$ cat config.mk
export PLATFORM = sky130hd
export DESIGN_NAME = key_event_decoder
export DESIGN_NICKNAME = d
export VERILOG_FILES = /design/src/rtl/key_event_decoder.sv
export SDC_FILE = /design/constraint.sdc
export NUM_CORES = 1
export LEC_CHECK = 0
export ABC_AREA = 1
export CORE_ASPECT_RATIO = 2
export CORE_MARGIN = 4
export CORE_UTILIZATION = 58
export CTS_CLUSTER_DIAMETER = 50
export DETAILED_ROUTE_END_ITERATION = 6
export PLACE_DENSITY = 0.84
export SKIP_CTS_REPAIR_TIMING = 1
export SYNTH_ARGS = -nofsm -noshare
export SYNTH_HDL_FRONTEND = slang
export SYNTH_SLANG_ARGS = --single-unit
$ cat constraint.sdc
create_clock -name clk_25MHz -period 2.1 [get_ports clk_25MHz]
set_clock_uncertainty 0.15 [all_clocks]
set_input_delay 0.42 -clock clk_25MHz [delete_from_list [all_inputs] [get_ports clk_25MHz]]
set_output_delay 0.42 -clock clk_25MHz [all_outputs]
set_load 0.02 [all_outputs]
$ cat src/rtl/key_event_decoder.sv
// key_event_decoder
// Turns the multi-slot USB HID keycode word into per-key held state,
// one-cycle press/release pulses, frame-aligned auto-repeat pulses and a
// per-frame snapshot of presses/repeats that game logic can read at leisure.
// All logic runs on the 25 MHz pixel clock; vsync is already in this domain.

module key_event_decoder #(
    parameter int                      NUM_SLOTS    = 4,
    parameter int                      NUM_KEYS     = 6,
    parameter logic [NUM_KEYS*8-1:0]   KEY_CODES    = 48'h2C_28_07_16_04_1A,
    parameter int                      REPEAT_DELAY = 20,
    parameter int                      REPEAT_RATE  = 4
) (
    input  logic                   clk_25MHz,
    input  logic                   reset_al,
    input  logic                   vsync,
    input  logic [NUM_SLOTS*8-1:0] keycode,
    input  logic                   repeat_en,
    output logic [NUM_KEYS-1:0]    key_held,
    output logic [NUM_KEYS-1:0]    key_press,
    output logic [NUM_KEYS-1:0]    key_release,
    output logic [NUM_KEYS-1:0]    key_repeat,
    output logic [NUM_KEYS-1:0]    key_frame,
    output logic                   frame_tick
);

    localparam int              CNT_W         = $clog2(REPEAT_DELAY + 1);
    // Counter value that, incremented by one more frame, reaches REPEAT_DELAY.
    localparam logic [CNT_W-1:0] LAST_STEP    = CNT_W'(REPEAT_DELAY - 1);
    // Reload so the next repeat lands REPEAT_RATE frames later.
    localparam logic [CNT_W-1:0] RELOAD       = CNT_W'(REPEAT_DELAY - REPEAT_RATE);
    localparam logic [CNT_W-1:0] CNT_ONE      = CNT_W'(1);
    localparam logic [7:0]       ROLLOVER_CODE = 8'h01;

    logic [NUM_SLOTS*8-1:0]           keycode_q;
    logic [NUM_KEYS-1:0]              held_q;
    logic [NUM_KEYS-1:0]              press_q;
    logic [NUM_KEYS-1:0]              release_q;
    logic                             vsync_q;
    logic                             tick_q;
    logic [NUM_KEYS-1:0]              pending_q, pending_d;
    logic [NUM_KEYS-1:0]              frame_q, frame_d;
    logic [NUM_KEYS-1:0][CNT_W-1:0]   cnt_q, cnt_d;

    logic                             rollover;
    logic [NUM_KEYS-1:0]              raw_match;
    logic [NUM_KEYS-1:0]              match;
    logic [NUM_KEYS-1:0]              repeat_now;

    // Decode the registered keycode word into a per-key "is down" vector.
    // NOTE: every variable driven here gets a default first, so no path can
    // leave it unassigned and infer a latch.
    always_comb begin
        rollover  = 1'b0;
        raw_match = '0;
        for (int s = 0; s < NUM_SLOTS; s++) begin
            if (keycode_q[8*s +: 8] == ROLLOVER_CODE) begin
                rollover = 1'b1;
            end
        end
        for (int k = 0; k < NUM_KEYS; k++) begin
            for (int s = 0; s < NUM_SLOTS; s++) begin
                if (KEY_CODES[8*k +: 8] != 8'h00 &&
                    keycode_q[8*s +: 8] == KEY_CODES[8*k +: 8]) begin
                    raw_match[k] = 1'b1;
                end
            end
        end
        // ErrorRollOver reports garbage in every slot: freeze the held state.
        match = rollover ? held_q : raw_match;
    end

    // Input capture, held state, edge pulses and vsync edge detection.
    // NOTE: sequential state uses non-blocking assignments so every register
    // samples the pre-edge value of every other register.
    always_ff @(posedge clk_25MHz or negedge reset_al) begin
        if (!reset_al) begin
            keycode_q <= '0;
            held_q    <= '0;
            press_q   <= '0;
            release_q <= '0;
            vsync_q   <= 1'b1;   // no spurious tick if vsync is high at release
            tick_q    <= 1'b0;
        end else begin
            keycode_q <= keycode;
            held_q    <= match;
            press_q   <= match & ~held_q;
            release_q <= ~match & held_q;
            vsync_q   <= vsync;
            tick_q    <= vsync & ~vsync_q;
        end
    end

    // Per-key auto-repeat counters; repeat pulses only in a frame_tick cycle.
    always_comb begin
        cnt_d      = cnt_q;
        repeat_now = '0;
        for (int k = 0; k < NUM_KEYS; k++) begin
            if (press_q[k] || !held_q[k] || !repeat_en) begin
                cnt_d[k] = '0;
            end else if (tick_q) begin
                if (cnt_q[k] == LAST_STEP) begin
                    repeat_now[k] = 1'b1;
                    cnt_d[k]      = RELOAD;
                end else begin
                    cnt_d[k] = cnt_q[k] + CNT_ONE;
                end
            end
        end
    end

    // Collect presses/repeats during a frame and publish them at the tick.
    always_comb begin
        if (tick_q) begin
            frame_d   = pending_q | press_q | repeat_now;
            pending_d = '0;
        end else begin
            frame_d   = frame_q;
            pending_d = pending_q | press_q | repeat_now;
        end
    end

    // Frame snapshot and repeat counter registers.
    always_ff @(posedge clk_25MHz or negedge reset_al) begin
        if (!reset_al) begin
            pending_q <= '0;
            frame_q   <= '0;
            cnt_q     <= '0;
        end else begin
            pending_q <= pending_d;
            frame_q   <= frame_d;
            cnt_q     <= cnt_d;
        end
    end

    assign key_held    = held_q;
    assign key_press   = press_q;
    assign key_release = release_q;
    assign key_repeat  = repeat_now;
    assign key_frame   = frame_q;
    assign frame_tick  = tick_q;

endmodule

==> flow_summary_export.csv <==
group,metric,value,unit
run_status,run_status,"finished, final reports clean",
timing,setup_viol,0,
power_and_ir_drop,powerDensity,634,mW/mm^2
timing,tightest_slew,511,ps
critical_path,crit_path_end_kind,"output port",
die,die_height,134,um
die,core,0.00766,mm^2
timing,slew_viol_final,0,
synthesis,ys_ff_latch,94,
synthesis,ys.flop_type,"dfrtp_1",
synthesis,synth_cell_types,32,
timing,rsz0062_at_grt,"false",
layout,multi_input_area,0.00186,mm^2
route,ant_nets,0,
timing,setup_tns,0,ps
synthesis,synth_nets,631,
synthesis,synthArstFlopShare,1.00,
clocking,clkSinkCount,94,
power_and_ir_drop,leakage,3.06,nW
die,io_pins,67,
layout,nets,735,
place,hpwl,8030,um
global_routing,grt_pass1_wl,17500,um
critical_path,crit_top_cell,"inv_1",
layout,ff_latch_area,0.00235,mm^2
layout,final.fill_count,581,
critical_path,worstPathArrival,1470,ps
synthesis,yosysWarnings,0,
critical_path,startpoint_type,"flop",
clocking,cts_made_buffers,9,
clocking,ctsRootBufferMaster,"clkbuf_16",
layout,syn2layout_area_growth,27.4,%
flow_run,max_cap_violations,0,
place,gp_congestion,0.905,
synthesis,syn_area_per_cell,7.79,um^2
die,die_x,70.9,um
global_routing,track_usage,0.231,
min_path,holdPathStages,1,
power_and_ir_drop,p_total,3.71,mW
timing,hold_slack,327,ps
timing,fin_crit_sh,0.972,
critical_path,path_class,"reg -> out",
global_routing,grt_antenna_before_repair,0,
route,routed_wl,10300,um
route,drt_first_pass_iters,4,
global_routing,grt_overflow_total,0,
critical_path,critPathMaxStageDelay,380,ps
route,vias,4126,
layout,layout-drive-gt1-share,0.132,
layout,final_common_cell,"nand2_1",
place,portBuffers,66,
timing,fmax,490,MHz
power_and_ir_drop,vdd_ir_drop_max,0.600,mV
route,avgRoutedWirePerCell,13.0,um
layout,fin_util,0.763,
layout,antenna_cells,0,
timing,max-slew-margin-rel,0.659,
clocking,clk_latency,340,ps
die,rows,45,
clocking,ctsHtreeMaxLevel,3,
critical_path,crit_chain,"ha_2 > nand4_1 > inv_1 > nand2_1 > inv_1 > clkbuf_2",
global_routing,grt_pass1_vias,4134,
global_routing,grt_max_degree,40,
synthesis,syn_inst,589,
route,routed_via_density,5.21,
clocking,cts_tree,"done",
critical_path,reg2reg_depth,6,
synthesis,syn-cell-area,0.00459,mm^2
clocking,clock_path_buffers,2,
die,die_area,0.00948,mm^2
critical_path,critPathSlowestCell,"dfrtp_1",
critical_path,crit_fanout,3,
route,drt_iter0_drc,310,
place,post-place-cells,775,
synthesis,synth_edf_count,0,
timing,hold_viol,0,
synthesis,synth_seq_area_share,0.513,
layout,final_cell_mix,"nand2_1 (154), nor2_1 (120), dfrtp_1 (93)",
clocking,path_clk_slew,60,ps
timing,fin_crit,2040,ps
layout,instances_no_fill,792,
route,drcViolationCount,0,
die,start_util,0.599,
critical_path,crit_required,1530,ps
min_path,hold_class,"reg -> reg",
==> synth_stat cells, types with 2 or more instances <==
master,n,area share
nand2_1,154,0.13
nor2_1,120,0.098
dfrtp_1,93,0.51
inv_1,77,0.063
nand3_1,26,0.028
a21oi_1,19,0.021
inv_2,16,0.013
o21ai_0,14,0.015
nand4_1,11,0.015
nand2_2,7,0.0095
ha_1,6,0.016
xor2_1,6,0.011
a22oi_1,4,0.0065
buf_2,4,0.0044
nand3_2,4,0.0087
o22ai_1,4,0.0055
nor3_1,3,0.0033
nor3_2,3,0.0065
o211ai_1,3,0.0049
nor2_2,2,0.0027
nor2_4,2,0.0049
==> state kept, by name (all words and copies together) (netlist names) <==
name         cells
cnt_q           30
keycode_q       32
key_held         6
key_release      6
pending_q        6
frame_tick       1
key_press        6
vsync_q          1
key_frame        6
==> area by class of cell <==
cell class                      count  area share
Timing Repair Buffer               98       0.153
Inverter                           93      0.0597
Clock buffer                       12      0.0422
Tap cell                           94      0.0201
Sequential cell                    94       0.403
Clock inverter                      4     0.00385
Multi-Input combinational cell    397       0.318
==> cell families (layout without fill, tap and decap cells) <==
logic type / after synthesis / count (layout) / synth area share
AOI/OAI and AO/OA: 46 / 46 / 0.0554
and+or+nand+nor: 338 / 338 / 0.318
adders and majority gates: 6 / 6 / 0.0164
xor gates and xnor gates: 7 / 7 / 0.0134
DFF: 94 / 94 / 0.513
buffers and inverters: 98 / 207 / 0.0837
==> metal layers <==
metal | wire length (um) | share of wire | up-vias | track usage
met5 | 0 | 0 | - | 0
met4 | 595 | 0.058 | 0 | 0.155
met3 | 461 | 0.045 | 53 | 0.0428
met2 | 5620 | 0.54 | 143 | 0.410
met1 | 3650 | 0.35 | 1904 | 0.240
li1 | - | - | 2026 | -
==> where the power goes <==
| group | leakage (nW) | internal (mW) | switching [mW] |
|---|---|---|---|
| logic | 1.70 | 0.140 | 0.176 |
| registers | 1.23 | 1.87 | 0.0449 |
| clock network | 0.132 | 0.829 | 0.649 |
==> worst paths after layout <==
| kind | startpoint | endpoint | slack [ps] |
|---|---|---|---|
| max reg2reg | frame_tick | cnt_q[7] | 500 |
| min | vsync_q | frame_tick | 330 |
| min reg2reg | vsync_q | frame_tick | 330 |
| max | cnt_q[21] | key_repeat[4] | 60 |
| min in group asynchronous | reset_al | cnt_q[15] | 440 |
| max in group asynchronous | reset_al | keycode_q[30] | 760 |
==> through the flow <==
step | worst slack (ps) | instance area [um^2]
final | 58.6 | 5850
after global routing | 4.07 | 5850
after CTS | -599 | 5840
after detailed placement | -593 | 5570
after global placement | -534 | 5570
after floorplan | 249 | 4590
==> critical path, delay by kind of cell (launching register included) <==
family                   cells  cell delay, ps
adder cells (fa/ha/maj)      1             220
buffers and inverters        3             310
AND/OR/NAND/NOR              2             230
flip-flops                   1             380
Power figures use the tool's default switching activity.
